## config.mk

```make
export PLATFORM = sky130hd
export DESIGN_NAME = key_event_conditioner
export DESIGN_NICKNAME = d
export VERILOG_FILES = /design/src/rtl/key_event_conditioner.sv
export SDC_FILE = /design/constraint.sdc
export NUM_CORES = 1
export LEC_CHECK = 0
export ABC_AREA = 1
export CORE_ASPECT_RATIO = 1.2
export CORE_MARGIN = 2
export CORE_UTILIZATION = 35
export CTS_BUF_LIST = sky130_fd_sc_hd__clkbuf_16
export DETAILED_ROUTE_END_ITERATION = 8
export PLACE_DENSITY = 0.58
export SETUP_SLACK_MARGIN = 0.15
export SLEW_MARGIN = 20
export SYNTH_ARGS = -nofsm -noshare
export SYNTH_HDL_FRONTEND = slang
export SYNTH_SLANG_ARGS = --single-unit
```

## constraint.sdc

```tcl
create_clock -name clk -period 2.5 [get_ports clk]
set_clock_uncertainty 0.05 [all_clocks]
set_input_delay 0.5 -clock clk [delete_from_list [all_inputs] [get_ports clk]]
set_output_delay 0.5 -clock clk [all_outputs]
set_load 0.05 [all_outputs]
```

## src/rtl/key_event_conditioner.sv

```systemverilog
// key_event_conditioner
//
// Per-button conditioner for raw, already active-high push-button pins.
// Each key is synchronized, debounced against a shared 1 ms tick, and turned
// into a clean level plus single-cycle press/release events. A key held long
// enough raises a long-press level and then produces typematic auto-repeat
// press events. All keys share the tick prescaler. Everything else is per key.
//
// Ports:
//   clk           in   1       system clock
//   rst           in   1       asynchronous, active-high reset
//   key_raw       in   w_key   raw keys (asynchronous, active-high)
//   key_stable    out  w_key   debounced level
//   key_pressed   out  w_key   1-cycle pulse on debounced press and each auto-repeat
//   key_released  out  w_key   1-cycle pulse on debounced release
//   key_long      out  w_key   high from the long-press point until release
//   key_state_dbg out  2*w_key per-key FSM state, key k in bits [2k+1:2k]
//
// All outputs are registered and reset to 0.
module key_event_conditioner #(
    parameter int clk_mhz       = 27,
    parameter int w_key         = 2,
    parameter int cycles_per_ms = clk_mhz * 1000,
    parameter int debounce_ms   = 10,
    parameter int hold_ms       = 500,
    parameter int repeat_ms     = 100
) (
    input  logic               clk,
    input  logic               rst,
    input  logic [w_key-1:0]   key_raw,
    output logic [w_key-1:0]   key_stable,
    output logic [w_key-1:0]   key_pressed,
    output logic [w_key-1:0]   key_released,
    output logic [w_key-1:0]   key_long,
    output logic [2*w_key-1:0] key_state_dbg
);

    // Counter widths are clamped to at least 1 bit so degenerate settings
    // (one cycle per tick, repeat disabled) still elaborate.
    localparam int CNT_W  = (cycles_per_ms > 1) ? $clog2(cycles_per_ms) : 1;
    localparam int DB_W   = (debounce_ms > 0) ? $clog2(debounce_ms + 1) : 1;
    localparam int HOLD_W = (hold_ms > 0) ? $clog2(hold_ms + 1) : 1;
    localparam int REP_W  = (repeat_ms > 0) ? $clog2(repeat_ms + 1) : 1;

    localparam logic [CNT_W-1:0]  CNT_LAST    = CNT_W'(cycles_per_ms - 1);
    localparam logic [CNT_W-1:0]  CNT_ONE     = CNT_W'(1);
    localparam logic [DB_W-1:0]   DB_TARGET   = DB_W'(debounce_ms);
    localparam logic [DB_W-1:0]   DB_ONE      = DB_W'(1);
    localparam logic [HOLD_W-1:0] HOLD_TARGET = HOLD_W'(hold_ms);
    localparam logic [HOLD_W-1:0] HOLD_ONE    = HOLD_W'(1);
    localparam logic [REP_W-1:0]  REP_TARGET  = REP_W'(repeat_ms);
    localparam logic [REP_W-1:0]  REP_ONE     = REP_W'(1);
    localparam bit                REP_EN      = (repeat_ms > 0);

    typedef enum logic [1:0] {
        ST_RELEASED = 2'd0,
        ST_HELD     = 2'd1,
        ST_REPEAT   = 2'd2
    } state_e;

    // ------------------------------------------------------------------
    // Shared 1 ms tick prescaler
    // ------------------------------------------------------------------
    logic [CNT_W-1:0] presc_q, presc_d;
    logic             tick;

    assign tick    = (presc_q == CNT_LAST);
    assign presc_d = tick ? '0 : presc_q + CNT_ONE;

    always_ff @(posedge clk or posedge rst) begin
        if (rst) presc_q <= '0;
        else     presc_q <= presc_d;
    end

    // ------------------------------------------------------------------
    // Per-key logic
    // ------------------------------------------------------------------
    for (genvar k = 0; k < w_key; k++) begin : g_key
        logic [1:0]        sync_q;
        logic              sync;
        logic [DB_W-1:0]   db_cnt_q, db_cnt_d;
        logic              stable_q, stable_d;
        logic              db_rise, db_fall;
        state_e            state_q, state_d;
        logic [HOLD_W-1:0] hold_cnt_q, hold_cnt_d;
        logic [REP_W-1:0]  rep_cnt_q, rep_cnt_d;
        logic              long_fire, rep_fire;
        logic              pressed_q, pressed_d;
        logic              released_q, released_d;
        logic              long_q, long_d;

        // Two-flop synchronizer; sync_q[1] is the synchronized key.
        always_ff @(posedge clk or posedge rst) begin
            if (rst) sync_q <= '0;
            else     sync_q <= {sync_q[0], key_raw[k]};
        end
        assign sync = sync_q[1];

        // Debounce: any agreement with the stable level restarts the count,
        // so only debounce_ms consecutive disagreeing ticks flip the level.
        always_comb begin
            db_cnt_d = db_cnt_q;
            stable_d = stable_q;
            db_rise  = 1'b0;
            db_fall  = 1'b0;
            if (sync == stable_q) begin
                db_cnt_d = '0;
            end else if (tick) begin
                if (db_cnt_q + DB_ONE == DB_TARGET) begin
                    stable_d = sync;
                    db_cnt_d = '0;
                    db_rise  = sync;
                    db_fall  = ~sync;
                end else begin
                    db_cnt_d = db_cnt_q + DB_ONE;
                end
            end
        end

        always_ff @(posedge clk or posedge rst) begin
            if (rst) begin
                db_cnt_q <= '0;
                stable_q <= 1'b0;
            end else begin
                db_cnt_q <= db_cnt_d;
                stable_q <= stable_d;
            end
        end

        // FSM state register
        always_ff @(posedge clk or posedge rst) begin
            if (rst) begin
                state_q    <= ST_RELEASED;
                hold_cnt_q <= '0;
                rep_cnt_q  <= '0;
            end else begin
                state_q    <= state_d;
                hold_cnt_q <= hold_cnt_d;
                rep_cnt_q  <= rep_cnt_d;
            end
        end

        // FSM next state. A debounced release is checked first so that a
        // long-press or repeat pulse due in the release cycle is dropped.
        always_comb begin
            state_d    = state_q;
            hold_cnt_d = hold_cnt_q;
            rep_cnt_d  = rep_cnt_q;
            long_fire  = 1'b0;
            rep_fire   = 1'b0;
            case (state_q)
                ST_RELEASED: begin
                    hold_cnt_d = '0;
                    rep_cnt_d  = '0;
                    if (db_rise) state_d = ST_HELD;
                end
                ST_HELD: begin
                    if (db_fall) begin
                        state_d    = ST_RELEASED;
                        hold_cnt_d = '0;
                    end else if (tick) begin
                        if (hold_cnt_q + HOLD_ONE == HOLD_TARGET) begin
                            state_d    = ST_REPEAT;
                            hold_cnt_d = '0;
                            rep_cnt_d  = '0;
                            long_fire  = 1'b1;
                        end else begin
                            hold_cnt_d = hold_cnt_q + HOLD_ONE;
                        end
                    end
                end
                ST_REPEAT: begin
                    if (db_fall) begin
                        state_d   = ST_RELEASED;
                        rep_cnt_d = '0;
                    end else if (tick && REP_EN) begin
                        if (rep_cnt_q + REP_ONE == REP_TARGET) begin
                            rep_cnt_d = '0;
                            rep_fire  = 1'b1;
                        end else begin
                            rep_cnt_d = rep_cnt_q + REP_ONE;
                        end
                    end
                end
                default: begin
                    state_d    = ST_RELEASED;
                    hold_cnt_d = '0;
                    rep_cnt_d  = '0;
                end
            endcase
        end

        // FSM outputs (registered below). key_long is simply "in REPEAT",
        // so it drops on the same edge that issues the release pulse.
        always_comb begin
            pressed_d  = db_rise | long_fire | rep_fire;
            released_d = db_fall;
            long_d     = (state_d == ST_REPEAT);
        end

        always_ff @(posedge clk or posedge rst) begin
            if (rst) begin
                pressed_q  <= 1'b0;
                released_q <= 1'b0;
                long_q     <= 1'b0;
            end else begin
                pressed_q  <= pressed_d;
                released_q <= released_d;
                long_q     <= long_d;
            end
        end

        assign key_stable[k]            = stable_q;
        assign key_pressed[k]           = pressed_q;
        assign key_released[k]          = released_q;
        assign key_long[k]              = long_q;
        assign key_state_dbg[2*k +: 2]  = state_q;
    end

endmodule

```

==> results of run 1 <==
[flip-flops by register name, summed over array words and instances, names as in the netlist]
name              count
g_key.hold_cnt_q     18
presc_q              15
g_key.rep_cnt_q      14
g_key.db_cnt_q        8
g_key.state_q         4
g_key.sync_q          4
g_key.long_q          2
g_key.pressed_q       2
g_key.released_q      2
g_key.stable_q        2
[through the flow]
step	hold slack, ns	area, um^2
2_1_floorplan	0.2812	4217
3_3_place_gp	0.2869	4514
3_5_place_dp	0.2858	4514
4_1_cts	0.2787	4772
5_1_grt	0.3077	4772
6_report	0.2859	4772
[placed cells by master (no fill, tap or decap), types with 8 or more instances in the layout]
| cell | Yosys | routed |
|---|---|---|
| nand3_1 | 55 | 55 |
| inv_1 | 69 | 70 |
| dfrtp_1 | 71 | 71 |
| nor3_1 | 8 | 8 |
| clkbuf_16 | 0 | 9 |
| clkdlybuf4s50_1 | 0 | 15 |
| a21oi_1 | 9 | 9 |
| nor2_1 | 72 | 72 |
| xor2_1 | 12 | 12 |
| nand2_1 | 176 | 176 |
| o21ai_0 | 15 | 15 |
| nand4_1 | 14 | 14 |
| ha_1 | 9 | 9 |
[area by class of cell]
class	instances	area, um^2
sequential	71	1777
clock inverter	7	32.53
fill	1203	6903
multi-input combinational	415	2095
tap	157	196.4
clock buffer	9	225.2
timing repair buffer	18	172.7
inverter	73	274.0
[worst max path at each step]
stage	startpoint	end	slack, ns	cells past startpoint
2_1_floorplan	rst	g_key[0].db_cnt_q[0]	0.15	1
3_3_place_gp	presc_q[8]	g_key[1].rep_cnt_q[2]	0.40	11
3_5_place_dp	presc_q[0]	g_key[1].rep_cnt_q[2]	0.41	10
4_1_cts	g_key[1].stable_q	key_stable[1]	0.38	1
5_1_grt	presc_q[8]	g_key[1].rep_cnt_q[1]	0.20	11
6_report	g_key[1].stable_q	key_stable[1]	0.40	1
[logic make-up after synthesis]
kind of cell	share of synthesized area
simple gates	0.3849
buf+inv	0.08190
flops	0.4214
compound gates	0.04985
xor+xnor	0.03531
fa+ha+maj	0.02671
[power by group through the flow]
stage          combinational (mW)  sequential [mW]  clock, mW
2_1_floorplan              0.0235             1.18          0
3_3_place_gp               0.0414             1.18          0
3_5_place_dp               0.0420             1.18          0
4_1_cts                    0.0423             1.16       1.15
5_1_grt                    0.0467             1.16       1.19
6_report                   0.0394             1.16       1.12
[routing by layer]
layer,vias up,GRT usage,part of all wire
met4,0,0.06041,0.020
met1,1646,0.1747,0.45
li1,1840,-,-
met5,-,0,0
met2,46,0.2496,0.50
met3,17,0.02463,0.030
==> summary.txt, run 1 <==
Outcome: finished clean
Total Power: 2.317 mW
Initial antenna violation count: 0
Cells on worst reg2reg path: 11
CTS max path bufs: 2
Post-synthesis sequential area ratio: 0.4214
IO Port Bufs: 15
Max cap viols: 0
Crit path buf inv count: 1
Die span in y: 124.2 um
Commonest cells post-synth: nand2_1 (176), nor2_1 (72), dfrtp_1 (71)
Final ANT Viol Nets: 0
GR Util All Layers: 0.1435
Vias in the first global route: 3480
Core Box Area: 11670 um^2
Worst hold-check path type: input port to async pin
CTS tree: done
H-tree Lvls: 3
Critical path class: register to output port
Max VDD drop: 0.2072 mV
Max incr delay on CP: 0.83 ns
Max-slew violation count: 0
CTS root buf: clkbuf_16
Synth top area share: 0.4214
First-pass GRT wire length: 15430 um
Area contributors post-synth: dfrtp_1 (42%), nand2_1 (16%), nand3_1 (6.5%)
Flop-to-flop setup slack: 0.42 ns
Hold buffer count at CTS: 0
Placer Congestion: 0.8059
Crit path DAT: 1.55 ns
Cell Pwr Density: 485.6 nW/um^2
Drt wl/cell: 11.67 um
Grt total ovfl: 0
Final wirelength: 8754 um
Non-Filler Instances: 750
Slowest stage cell on the critical path: clkdlybuf4s50_1
Total die area: 12940 um^2
FF+latch count, synth: 71
Resize count post-CTS: 0
Rel. slew slack: 0.5653
Rows: 43
1st-pass router iterations: 6
Clock power share: 0.484
Clock Sink Count: 71
Layout cells sized above 1: 0.07757
Critical R2R Launch: presc_q[8]
Worst Path Max Fanout: 3
Pin count of the biggest net entering global routing: 30
# diodes: 0
Synth Warn #: 0
Syn nets: 582
LEAKAGE: 2.377 nW
CP Cell Sequence: clkdlybuf4s50_1
Largest delay share family, worst path: buffers and inverters
Drt drc: 0
Post-synth top flop: dfrtp_1
DRT iter0 DRCs: 240
Setup slack at placement: 0.4115 ns
Worst Setup Start Kind: register
Final setup vio count: 0
Post-synth ARST share: 1.000
Combinational share of power: 0.017
Worst Tran Pin Value: 0.6477 ns
Worst skew pair latency: 0.33 ns
Final net count: 601
CTS Buf Count: 9
Worst EP required: 1.95 ns
Die span in x: 104.2 um
P_int: 1.817 mW
Setup TNS: 0 ns
Drt via density: 4.732
Initial core utilization: 0.3612
# IOs: 16
Tcrit/Tclk final: 0.8416
Nature of the critical path endpoint: output port
Placed Cells: 734
F_max: 0.4753 GHz
Routed vias: 3549
Most numerous cell in the Yosys netlist: nand2_1
RR Endpoint: g_key[1].rep_cnt_q[2]
RSZ-0062 raised after global routing: no
Final core occ: 0.4087
Unique cell type count in the Yosys netlist: 36
Sw power: 500.6 uW
Final hold viol count: 0
Sequential Power Share: 0.499
Clk pin slew, worst setup/hold paths: 0.05 ns
Synthesized area per cell: 7.410 um^2
Post-layout min period: 2.104 ns
Sw Share: 0.2160
Synth Cell Area: 4217 um^2
Final worst slack: 0.3960 ns
HPWL after DPL: 6445 um
Postcts setup bufs: 0
Post-synth EDFFs: 0
Area Overhead vs Synth: 13.18%
Mapped Cells: 569
Yosys top cell by area: dfrtp_1
Note: power is estimated with default switching activity, not from simulation.
==> run 2, diff against run 1 <==
==> constraint.sdc (replaced) <==
create_clock -name clk -period 1.85 [get_ports clk]
set_clock_uncertainty 0.05 [all_clocks]
set_input_delay 0.37 -clock clk [delete_from_list [all_inputs] [get_ports clk]]
set_output_delay 0.37 -clock clk [all_outputs]
set_load 0.05 [all_outputs]
==> run 2 against run 1 <==
Against the previous run: power rose by 39%; wire length rose by 17%; final area rose by 21%; combinational power rose by 80%; die area did not move; via count rose by 9.9%; non-clock buffer count rose by 58; global-route usage rose by 1.4 points; utilization rose by 8.7 points; first-iteration DRC count fell by 37%; worst hold slack improved by 0.020 ns; cell count rose by 7.7%; largest cell class unchanged; largest power group is now clock; highest routed layer unchanged.
==> summary.txt, run 2 (synthesis gave the netlist of run 1 again) <==
Outcome: finished clean
Post-layout min period: 1.790 ns
GR peak layer: met2
Hold buffer count at CTS: 0 (unchanged)
Die span in x: 104.2 um (unchanged)
Cell Pwr Density: 557.7 nW/um^2 (+15%)
Final setup vio count: 0 (unchanged)
IO Port Bufs: 15 (unchanged)
Commonest non-fill, non-tap cell in the layout: nand2_1
GR Util All Layers: 0.1574 (+0.01382)
1st-pass router iterations: 4 (-2)
Tcrit/Tclk final: 0.9677
Layout cells sized above 1: 0.3410 (+0.2634)
Most frequent cells in the layout: nand2_1 (157), dfrtp_1 (63), buf_4 (58)
Worst hold-check path type: register to register
Hold Crit Start: g_key[0].sync_q[0]
Core Box Area: 11670 um^2 (unchanged)
Initial antenna violation count: 0 (unchanged)
Fin area: 5792 um^2 (+21%)
Worst Path Max Fanout: 7 (+4)
# diodes: 0 (unchanged)
Drt via density: 4.827 (+2.0%)
Initial core utilization: 0.3612 (unchanged)
Max cap viols: 0 (unchanged)
Worst Tran Pin Value: 0.4121 ns (-0.2357 ns)
HPWL after DPL: 6686 um (+3.7%)
Critical path class: register to register
Final wirelength: 10240 um (+17%)
Hold Path End: g_key[0].sync_q[1]
CTS tree: done
Critical R2R Launch: presc_q[1]
Total Power: 3.230 mW (+39%)
Biggest register: g_key.hold_cnt_q
Worst EP required: 2.08 ns (+0.13 ns)
Pin count of the biggest net entering global routing: 33 (+10%)
Worst skew pair latency: 0.33 ns (about the same)
Met3 Resource Use GR: 0.03092 (+0.006289)
Flop-to-flop setup slack: 0.06 ns (-0.36 ns)
Clock Sink Count: 71 (unchanged)
Total die area: 12940 um^2 (unchanged)
Final net count: 659 (+9.7%)
DRT iter0 DRCs: 151 (-37%)
Drt drc: 0 (unchanged)
LEAKAGE: 2.770 nW (+17%)
Slowest stage cell on the critical path: dfrtp_1
Worst Setup Start Kind: register
RR Endpoint: g_key[0].hold_cnt_q[7]
RSZ-0062 raised after global routing: yes
Final hold viol count: 0 (unchanged)
CTS root buf: clkbuf_16
Met2 capacity usage during global routing: 0.2821 (+0.03251)
Final ANT Viol Nets: 0 (unchanged)
Max incr delay on CP: 0.41 ns (-0.42 ns)
Placer Congestion: 0.8072 (+0.16%)
Clk pin slew, worst setup/hold paths: 0.06 ns (about the same)
Setup TNS: 0 ns (unchanged)
H-tree Lvls: 3 (unchanged)
Vias in the first global route: 3824 (+9.9%)
Top flop regs: g_key.hold_cnt_q x18, presc_q x15, g_key.rep_cnt_q x14
CTS Buf Count: 9 (unchanged)
Grt total ovfl: 0 (unchanged)
Crit path buf inv count: 2 (+1)
Max-slew violation count: 0 (unchanged)
CTS max path bufs: 2 (unchanged)
Die span in y: 124.2 um (unchanged)
F_max: 0.5586 GHz
First-pass GRT wire length: 16970 um (+10%)
Crit path DAT: 2.02 ns (+0.47 ns)
Rows: 43 (unchanged)
Max VDD drop: 0.4236 mV (+100%)
Area after DPL: 4730 um^2 (+4.8%)
Cells on worst reg2reg path: 10 (-1)
Met1 Use GR: 0.1845 (+0.009831)
Largest delay share family, worst path: simple AND/OR/NAND/NOR gates
Routed vias: 3900 (+9.9%)
# IOs: 16 (unchanged)
Max reg flops: 18 (unchanged)
Hold Path Depth: 0
Nature of the critical path endpoint: register
Area Overhead vs Synth: 37.36%
Rel. slew slack: 0.7247 (+0.1594)
CP Cell Sequence: ha_4 -> nand2_4 -> nor3_4 -> nand2_4 -> buf_12 -> nor2_4 -> inv_2 -> nor2_4 -> nand3b_1 -> nand2_1
Drt wl/cell: 12.67 um (+8.5%)
[run 2: where the power goes]
part	total, mW	internal [mW]	switching [mW]
Sequential	1.56	1.56	0.00372
Combinational	0.0708	0.0230	0.0478
Clock	1.60	0.909	0.689
[run 2: through the flow]
step / std cells / util / hold WS [ns] / worst slack, ns
6_report: 808 / 0.4961 / 0.3062 / 0.05982
3_5_place_dp: 762 / 0.4051 / 0.2911 / -0.02308
2_1_floorplan: 569 / - / 0.2812 / 0.1312
3_3_place_gp: 762 / 0.4051 / 0.2878 / 0.01525
4_1_cts: 793 / 0.4579 / 0.3062 / 0.1079
5_1_grt: 808 / 0.4961 / 0.3171 / -0.07497
[run 2: worst max path at each step]
stage	cells past startpoint	slack, ns	endpoint	start
6_report	10	0.06	g_key[0].hold_cnt_q[7]	presc_q[1]
5_1_grt	10	-0.07	g_key[0].hold_cnt_q[5]	presc_q[1]
4_1_cts	9	0.11	g_key[0].long_q	g_key[0].hold_cnt_q[2]
3_5_place_dp	11	-0.02	g_key[0].rep_cnt_q[0]	g_key[0].db_cnt_q[0]
3_3_place_gp	11	0.02	g_key[0].rep_cnt_q[5]	g_key[0].db_cnt_q[0]
2_1_floorplan	5	0.13	g_key[1].rep_cnt_q[0]	g_key[1].state_q[1]
[run 2: per-layer routing]
| layer | up-vias | wire length, um |
|---|---|---|
| met5 | - | 0 |
| met4 | 0 | 194 |
| met3 | 19 | 232 |
| met2 | 54 | 5466 |
| met1 | 1870 | 4344 |
| li1 | 1957 | - |
[run 2: final cells by class]
type                       instances  area [um^2]
multi-input combinational        415         2579
timing repair buffer              76        664.4
fill                            1073         5883
clock inverter                     7        50.05
sequential                        71         1787
tap                              157        196.4
inverter                          73        290.3
clock buffer                       9        225.2
[run 2: what timing repair did]
item                                    4_1_cts  5_1_grt
endpoints found under the setup margin       45       56
pin swaps                                    26       25
setup buffers                                15       15
resized for setup                            59      103
